$ cat config.mk
export PLATFORM = sky130hd
export DESIGN_NAME = seq_alu
export DESIGN_NICKNAME = d
export VERILOG_FILES = /design/src/rtl/seq_alu.sv
export SDC_FILE = /design/constraint.sdc
export NUM_CORES = 1
export LEC_CHECK = 0
export BUFFER_PORTS_ARGS = -buffer_cell sky130_fd_sc_hd__buf_2
export CORE_ASPECT_RATIO = 0.9
export CORE_UTILIZATION = 40
export CTS_CLUSTER_SIZE = 30
export DETAILED_ROUTE_END_ITERATION = 7
export PLACE_DENSITY_LB_ADDON = 0.3
export REMOVE_ABC_BUFFERS = 1
export SLEW_MARGIN = 20
export SYNTH_ARGS = -nofsm -noshare
export SYNTH_HDL_FRONTEND = slang
export SYNTH_SLANG_ARGS = --single-unit
export TNS_END_PERCENT = 5
$ cat constraint.sdc
create_clock -name clk -period 6.6 [get_ports clk]
set_input_delay 0.66 -clock clk [delete_from_list [all_inputs] [get_ports clk]]
set_output_delay 0.66 -clock clk [all_outputs]
set_load 0.01 [all_outputs]
$ cat src/rtl/seq_alu.sv
// seq_alu: multi-cycle signed ALU with valid/ready handshakes on input and output.
// MUL and DIV iterate one bit per cycle on operand magnitudes; all other ops finish in one cycle.
module seq_alu #(
  parameter int WIDTH         = 8,
  parameter int ALU_sel_WIDTH = 3
) (
  input  logic                     clk,
  input  logic                     rstn,
  input  logic                     in_valid,
  output logic                     in_ready,
  input  logic [ALU_sel_WIDTH-1:0] alu_sel,
  input  logic [WIDTH-1:0]         bus_a,
  input  logic [WIDTH-1:0]         bus_b,
  output logic                     out_valid,
  input  logic                     out_ready,
  output logic [WIDTH-1:0]         alu_out,
  output logic                     zero,
  output logic                     negative,
  output logic                     overflow,
  output logic                     div_zero
);

  localparam int CW = $clog2(WIDTH);

  localparam logic [1:0] IDLE = 2'd0;
  localparam logic [1:0] BUSY = 2'd1;
  localparam logic [1:0] DONE = 2'd2;

  localparam logic [ALU_sel_WIDTH-1:0] OP_ADD = ALU_sel_WIDTH'(1);
  localparam logic [ALU_sel_WIDTH-1:0] OP_SUB = ALU_sel_WIDTH'(2);
  localparam logic [ALU_sel_WIDTH-1:0] OP_MUL = ALU_sel_WIDTH'(3);
  localparam logic [ALU_sel_WIDTH-1:0] OP_DIV = ALU_sel_WIDTH'(4);
  localparam logic [ALU_sel_WIDTH-1:0] OP_ASR = ALU_sel_WIDTH'(5);

  localparam logic [CW-1:0]    LAST_CNT  = CW'(WIDTH - 1);
  localparam logic [WIDTH-1:0] MAX_SHIFT = WIDTH'(WIDTH - 1);

  logic [1:0]               state_q, state_d;
  logic [ALU_sel_WIDTH-1:0] op_q, op_d;
  logic [WIDTH-1:0]         a_q, a_d;
  logic [WIDTH-1:0]         b_q, b_d;
  logic [CW-1:0]            cnt_q, cnt_d;
  logic [2*WIDTH-1:0]       prod_q, prod_d;
  logic [WIDTH-1:0]         rem_q, rem_d;
  logic [WIDTH-1:0]         quo_q, quo_d;
  logic [WIDTH-1:0]         alu_out_q, alu_out_d;
  logic                     zero_q, zero_d;
  logic                     negative_q, negative_d;
  logic                     overflow_q, overflow_d;
  logic                     div_zero_q, div_zero_d;

  // Single-cycle datapath works straight off the input bus during the accept cycle.
  logic [WIDTH-1:0] sum, diff, sh_amt, asr_res, mag_bus_a;
  logic             add_ov, sub_ov;

  assign sum       = bus_a + bus_b;
  assign diff      = bus_a - bus_b;
  assign add_ov    = (bus_a[WIDTH-1] == bus_b[WIDTH-1]) && (sum[WIDTH-1] != bus_a[WIDTH-1]);
  assign sub_ov    = (bus_a[WIDTH-1] != bus_b[WIDTH-1]) && (diff[WIDTH-1] != bus_a[WIDTH-1]);
  assign sh_amt    = (bus_b > MAX_SHIFT) ? MAX_SHIFT : bus_b;
  assign asr_res   = $signed(bus_a) >>> sh_amt;
  assign mag_bus_a = bus_a[WIDTH-1] ? -bus_a : bus_a;

  // Iterative datapath: magnitudes of the captured operands, sign fixed up at the end.
  logic [WIDTH-1:0]   mag_a, mag_b;
  logic               res_neg;
  logic [2*WIDTH-1:0] partial, prod_step, prod_fin;
  logic [WIDTH:0]     div_shift, div_trial;
  logic [WIDTH-1:0]   rem_step, quo_step, div_res;
  logic               mul_ov, div_ov;

  assign mag_a     = a_q[WIDTH-1] ? -a_q : a_q;
  assign mag_b     = b_q[WIDTH-1] ? -b_q : b_q;
  assign res_neg   = a_q[WIDTH-1] ^ b_q[WIDTH-1];
  assign partial   = mag_b[cnt_q] ? ({{WIDTH{1'b0}}, mag_a} << cnt_q) : '0;
  assign prod_step = prod_q + partial;
  assign prod_fin  = res_neg ? -prod_step : prod_step;
  assign mul_ov    = !((&prod_fin[2*WIDTH-1:WIDTH-1]) || !(|prod_fin[2*WIDTH-1:WIDTH-1]));
  assign div_shift = {rem_q, quo_q[WIDTH-1]};
  assign div_trial = div_shift - {1'b0, mag_b};
  assign rem_step  = div_trial[WIDTH] ? div_shift[WIDTH-1:0] : div_trial[WIDTH-1:0];
  assign quo_step  = {quo_q[WIDTH-2:0], ~div_trial[WIDTH]};
  assign div_res   = res_neg ? -quo_step : quo_step;
  // Only min_int / -1 yields a positive quotient with the MSB set.
  assign div_ov    = !res_neg && quo_step[WIDTH-1];

  logic             res_load;
  logic [WIDTH-1:0] res_val;
  logic             res_ov, res_dz;

  always_comb begin
    state_d    = state_q;
    op_d       = op_q;
    a_d        = a_q;
    b_d        = b_q;
    cnt_d      = cnt_q;
    prod_d     = prod_q;
    rem_d      = rem_q;
    quo_d      = quo_q;
    alu_out_d  = alu_out_q;
    zero_d     = zero_q;
    negative_d = negative_q;
    overflow_d = overflow_q;
    div_zero_d = div_zero_q;
    res_load   = 1'b0;
    res_val    = '0;
    res_ov     = 1'b0;
    res_dz     = 1'b0;

    case (state_q)
      IDLE: begin
        if (in_valid) begin
          op_d     = alu_sel;
          a_d      = bus_a;
          b_d      = bus_b;
          cnt_d    = '0;
          prod_d   = '0;
          rem_d    = '0;
          quo_d    = mag_bus_a;
          res_load = 1'b1;
          case (alu_sel)
            OP_ADD: begin
              res_val = sum;
              res_ov  = add_ov;
            end
            OP_SUB: begin
              res_val = diff;
              res_ov  = sub_ov;
            end
            OP_MUL: res_load = 1'b0;
            OP_DIV: begin
              if (bus_b == '0) res_dz = 1'b1;
              else             res_load = 1'b0;
            end
            OP_ASR:  res_val = asr_res;
            default: res_val = bus_b;
          endcase
          state_d = res_load ? DONE : BUSY;
        end
      end
      BUSY: begin
        cnt_d = cnt_q + CW'(1);
        if (op_q == OP_MUL) begin
          prod_d = prod_step;
        end else begin
          rem_d = rem_step;
          quo_d = quo_step;
        end
        if (cnt_q == LAST_CNT) begin
          state_d  = DONE;
          res_load = 1'b1;
          if (op_q == OP_MUL) begin
            res_val = prod_fin[WIDTH-1:0];
            res_ov  = mul_ov;
          end else begin
            res_val = div_res;
            res_ov  = div_ov;
          end
        end
      end
      DONE: begin
        if (out_ready) state_d = IDLE;
      end
      default: state_d = IDLE;
    endcase

    if (res_load) begin
      alu_out_d  = res_val;
      zero_d     = (res_val == '0);
      negative_d = res_val[WIDTH-1];
      overflow_d = res_ov;
      div_zero_d = res_dz;
    end
  end

  always_ff @(posedge clk or negedge rstn) begin
    if (!rstn) begin
      state_q    <= IDLE;
      op_q       <= '0;
      a_q        <= '0;
      b_q        <= '0;
      cnt_q      <= '0;
      prod_q     <= '0;
      rem_q      <= '0;
      quo_q      <= '0;
      alu_out_q  <= '0;
      zero_q     <= 1'b0;
      negative_q <= 1'b0;
      overflow_q <= 1'b0;
      div_zero_q <= 1'b0;
    end else begin
      state_q    <= state_d;
      op_q       <= op_d;
      a_q        <= a_d;
      b_q        <= b_d;
      cnt_q      <= cnt_d;
      prod_q     <= prod_d;
      rem_q      <= rem_d;
      quo_q      <= quo_d;
      alu_out_q  <= alu_out_d;
      zero_q     <= zero_d;
      negative_q <= negative_d;
      overflow_q <= overflow_d;
      div_zero_q <= div_zero_d;
    end
  end

  assign in_ready  = (state_q == IDLE);
  assign out_valid = (state_q == DONE);
  assign alu_out   = alu_out_q;
  assign zero      = zero_q;
  assign negative  = negative_q;
  assign overflow  = overflow_q;
  assign div_zero  = div_zero_q;

endmodule

==> impl_metrics.ini, run 1 <==
[status]
status = complete, no violations

[global_routing]
grt_antenna_before_repair = 0
grt_pass1_wl_um = 29700
gr-total-overflow = 0
grt_pass1_vias = 5658
grt_usage_pct = 22.7
grt_max_degree = 68

[critical_path]
worst_path_dominant_cell_family = simple AND/OR/NAND/NOR gates
crit_path_max_incr_delay_ns = 0.52
slowest_stage = o31ai_1
worstPathMaxFanout = 7
critPathBufInv = 0
startpoint_type = flip-flop
rr_startpoint = b_q[2]
worstSetupPathType = flip-flop to flip-flop
cp_data_required_time_ns = 6.81
arrival_ns = 5.97
crit_start = b_q[2]
crit_chain = or3_1 > or3_1 > or4b_1 > mux4_2 > nand2b_4 > and2_1 > a211oi_1 > ha_1 > a21o_1 > o31ai_1 > o21ai_1 > xor2_1 > nor3b_2 > a31oi_1 > xnor2_1 > nor4_1 > a41o_1 > a31oi_1
cp-end-kind = flip-flop

[drt]
first_pass_iters = 5
vias_per_cell = 5.77
met2_length_um = 8230
wire_per_inst_um = 17.1
wl_met1_um = 8980
antenna_left = 0
drt_iter0_drc = 542
num_vias = 6225
met3_length_um = 939
drcViolationCount = 0
drt_wl_total_um = 18400
highest_layer = met4

[floorplanning]
fp.dieH_um = 124
start_util_pct = 41.0
die_w_um = 138
core_area_um2 = 16200
die-area_um2 = 17100
top_level_ports = 37
rows = 44

[hold_path]
hp-start = alu_out[2]
hold_class = flip-flop to flip-flop

[cts]
htreeDepth = 3
clockBufferDepth = 2
path_clk_slew_ns = 0.06
cts-root-buf = clkbuf_16
clock_latency_ns = 0.35
cts_setup_buffers = 0
numClockSinks = 67
cts_tree = built
numCtsBuffers = 9
ctsResizeCount = 0
hold_buffers = 0

[cells_and_area]
final_util_pct = 44.5
mostFrequentLayoutCells = 103 x nand2_1, 87 x o21ai_0, 87 x nor2_1, 67 x dfrtp_1, 57 x a21oi_1
syn_to_final_growth_pct = 8.66
nets = 938
drive_gt1_share_pct = 9.86
final_common_cell = nand2_1
diodes = 0

[sta]
rsz0062_at_grt = false
worstMarginPinSlew_ns = 1.08
max-slew-margin-rel_pct = 26.2
setup_violations = 0
setup_tns_ns = 0
skew_ns = 0.00933
min_period_ns = 5.75
finalMaxSlewViolations = 0
clock.fmax_ghz = 0.174
post-route-period-util_pct = 87.2
hold_viol = 0

[yosys]
ys_types = 79
synthFlopType = dfrtp_1
netlist_instances = 867
ys_async_sr_fraction_pct = 100
synth.area.top_cells = dfrtp_1 25%, ha_1 8.3%, o21ai_0 6.6%, nand2_1 5.9%, nor2_1 4.9%
synth_top_area_cell = dfrtp_1
synth_area_um2 = 6630
yosys.area.top_type_share_pct = 25.3
synth_edf_count = 0
avgSynthCellArea_um2 = 7.65
yosysWarnings = 0
synth-seq-cells = 67
ys_seq_area_share_pct = 25.3

[pwr]
p_leak_nw = 3.24
irDropWorstVdd_uv = 220
powerDensity_nw_per_um2 = 486

[run]
drv_cap = 0

[place]
dp_hpwl_um = 13400
portBuffers = 36
place_congestion = 0.877
per-stage QoR:
step                setup WS [ns]  area, µm²  hold slack, ns  power [W]  instances
floorplan                    1.40       6410           0.364    0.00238        815
global placement             1.05       6890           0.457    0.00295       1063
detailed placement          0.946       6890           0.459    0.00297       1063
CTS                         0.918       7190           0.474    0.00349       1079
global route                0.502       7210           0.492    0.00382       1079
finish                      0.847       7210           0.467    0.00350       1079
path summary, 6_finish.rpt:
kind                              end  slack (ns)  depth (start not counted)
max reg2reg                  overflow        0.85                         18
max                          overflow        0.85                         18
min reg2reg                alu_out[2]        0.47                          2
min                        alu_out[2]        0.47                          2
min in group asynchronous  prod_q[12]        0.51                          2
max in group asynchronous      a_q[3]        5.49                          2
worst reg2reg max path, cell delays in order, from the launching register on:
cell and delay, ns:
dfrtp_1 0.40, or3_1 0.39, or3_1 0.33, or4b_1 0.51, mux4_2 0.51, nand2b_4 0.18
and2_1 0.25, a211oi_1 0.24, ha_1 0.34, a21o_1 0.22, o31ai_1 0.52, o21ai_1 0.22
xor2_1 0.46, nor3b_2 0.15, a31oi_1 0.24, xnor2_1 0.11, nor4_1 0.32, a41o_1 0.21
a31oi_1 0.04
routing by layer:
metal / global-route usage [%] / vias up
met4: 6.25 / 0
li1: - / 3114
met5: 0 / -
met1: 31.4 / 2892
met3: 4.15 / 21
met2: 36.0 / 198
kinds of logic after synthesis:
kind of cell,count (synthesis),synth area share (%)
AND/OR/NAND/NOR,317,22.6
buffers and inverters,89,5.38
AO/OA/AOI/OAI,265,25.3
adder cells (fa/ha/maj),48,9.51
multiplexers,26,4.60
XOR/XNOR,55,7.26
flip-flops,67,25.3
sequential cells by signal (all words and copies together), names as in the netlist:
| signal | flops |
|---|---|
| quo_q | 8 |
| rem_q | 8 |
| cnt_q | 3 |
| prod_q | 16 |
| zero | 1 |
| alu_out | 8 |
| op_q | 3 |
| b_q | 8 |
| state_q | 2 |
| overflow | 1 |
| div_zero | 1 |
| a_q | 8 |
where the power goes:
group          internal (W)  total [W]  leakage, nW  switching (W)
logic              0.000910    0.00227         2.23        0.00135
registers          0.000549   0.000734        0.872       0.000185
clock network      0.000295   0.000499        0.142       0.000204
total               0.00175    0.00350         3.24        0.00174
Yosys cell counts, types with 3 or more instances:
cell type,instances
a211oi_1,15
and3_1,5
ha_1,44
and2_1,7
buf_2,5
nand3_1,31
a221oi_1,4
a31oi_1,11
a21oi_1,58
clkbuf_1,38
a31o_2,3
nand2b_1,11
o21bai_1,4
mux4_2,3
o211ai_1,6
or3_1,15
o21ai_0,87
o21a_1,4
nor4_1,3
a21o_1,19
o31ai_1,12
nand2_1,104
o221ai_1,4
inv_1,35
fa_1,4
xnor2_1,31
nor2b_1,15
xor2_1,24
buf_1,5
nor3_1,18
dfrtp_1,67
o22ai_1,6
mux2_2,6
mux2i_1,17
nor2_1,87
cell type report:
| cell class | count | area [µm²] |
|---|---|---|
| inverter | 37 | 139 |
| timing repair buffer | 41 | 218 |
| multi-input combinational | 711 | 4610 |
| clock inverter | 7 | 76.3 |
| fill | 1631 | 8980 |
| clock buffer | 9 | 225 |
| sequential | 67 | 1680 |
| tap | 207 | 259 |
Power figures use the tool's default switching activity.
==> inputs of run 2 (changes only) <==
Settings changed: GPL_TIMING_DRIVEN set to 0.
==> impl_metrics.ini, run 2 (same netlist as run 1, synthesis figures left out) <==
[global_routing]
grt_max_degree = 38
grt_pass1_wl_um = 29400
grt_pass1_vias = 5719
grt_usage_pct = 22.3
grt_antenna_before_repair = 0
gr-total-overflow = 0

[drt]
drt_wl_total_um = 18000
vias_per_cell = 5.79
antenna_left = 0
first_pass_iters = 6
drcViolationCount = 0
wire_per_inst_um = 16.7
drt_iter0_drc = 365
num_vias = 6232

[floorplanning]
die-area_um2 = 17100
fp.dieH_um = 124
start_util_pct = 41.0
die_w_um = 138
rows = 44
core_area_um2 = 16200
top_level_ports = 37

[place]
dp_hpwl_um = 13500
portBuffers = 36
place_congestion = 0.901

[pwr]
powerDensity_nw_per_um2 = 483
irDropWorstVdd_uv = 207
p_leak_nw = 3.24

[sta]
finalMaxSlewViolations = 0
rsz0062_at_grt = false
max-slew-margin-rel_pct = 26.8
whs_ns = 0.253
hold_viol = 0
clock.fmax_ghz = 0.168
setup_violations = 0
skew_ns = 0.00680
worstMarginPinSlew_ns = 1.09
min_period_ns = 5.97
post-route-period-util_pct = 90.4
setup_tns_ns = 0

[cells_and_area]
syn_to_final_growth_pct = 9.15
largest_register_ffs = 16
diodes = 0
fillers = 1689
drive_gt1_share_pct = 9.89
nets = 936
final_common_cell = nand2_1
mostFrequentLayoutCells = 103 x nand2_1, 87 x o21ai_0, 87 x nor2_1, 67 x dfrtp_1, 57 x a21oi_1
largest-register = prod_q

[status]
status = complete, no violations

[critical_path]
critPathBufInv = 0
cp_data_required_time_ns = 6.81
worstSetupPathType = flip-flop to flip-flop
startpoint_type = flip-flop
worst_path_dominant_cell_family = simple AND/OR/NAND/NOR gates
worstPathMaxFanout = 7
slowest_stage = nor4b_1
arrival_ns = 6.17
crit_path_max_incr_delay_ns = 0.85
crit_chain = or3_1 > or3_1 > or4b_1 > mux4_2 > nand2b_4 > and2_1 > a211oi_1 > ha_1 > nand2_1 > a21oi_1 > o31ai_1 > nor4b_1 > o21a_1 > and2_1 > a31oi_1 > xnor2_1 > nor4_1 > a41o_1 > a31oi_1
cp-end-kind = flip-flop

[cts]
path_clk_slew_ns = 0.06
numClockSinks = 67
cts-root-buf = clkbuf_16
hold_buffers = 0
clockBufferDepth = 2
numCtsBuffers = 9
htreeDepth = 3
clock_latency_ns = 0.35
cts_tree = built
cts_setup_buffers = 0
ctsResizeCount = 0

[hold_path]
hold_class = input port to async pin

[run]
drv_cap = 0
run 2: final cells by class:
type                            count  area [µm²]  area share (%)
Inverter                           37         139            1.92
Clock buffer                        9         225            3.11
Timing Repair Buffer               39         238            3.28
Sequential cell                    67        1680            23.2
Multi-Input combinational cell    711        4620            63.9
Tap cell                          207         259            3.58
Clock inverter                      7        78.8            1.09
run 2: per-layer routing:
| metal | up-vias | global-route usage, % | wire length (µm) |
|---|---|---|---|
| li1 | 3102 | - | - |
| met1 | 2950 | 32.1 | 9020 |
| met2 | 155 | 34.6 | 8000 |
| met3 | 25 | 3.30 | 691 |
| met4 | 0 | 5.84 | 311 |
| met5 | - | 0 | 0 |
run 2: worst paths after layout:
| kind | depth (start not counted) | slack, ns | endpoint | start |
|---|---|---|---|---|
| worst max-delay path | 19 | 0.63 | overflow | b_q[2] |
| worst min register to register | 2 | 0.47 | alu_out[2] | alu_out[2] |
| worst min-delay path | 1 | 0.25 | prod_q[12] | rstn |
| max in group asynchronous | 2 | 5.79 | rem_q[3] | rstn |
| worst max register to register | 19 | 0.63 | overflow | b_q[2] |
| min in group clk | 2 | 0.47 | alu_out[2] | alu_out[2] |
run 2: per-stage QoR:
stage	instance area [µm²]	cells	power, W	setup slack [ns]	utilization [%]
2_1_floorplan	6410	815	0.00238	1.40	-
3_3_place_gp	6850	1058	0.00292	0.719	42.3
3_5_place_dp	6920	1061	0.00295	0.701	42.8
4_1_cts	7230	1077	0.00347	0.690	44.7
5_1_grt	7240	1077	0.00382	0.338	44.7
6_report	7240	1077	0.00349	0.634	44.7
run 2: power by group:
| part | total [W] | internal (W) | switching [W] |
|---|---|---|---|
| logic | 0.00227 | 0.000910 | 0.00136 |
| clock network | 0.000494 | 0.000294 | 0.000200 |
| registers | 0.000734 | 0.000549 | 0.000184 |
| total | 0.00349 | 0.00175 | 0.00174 |
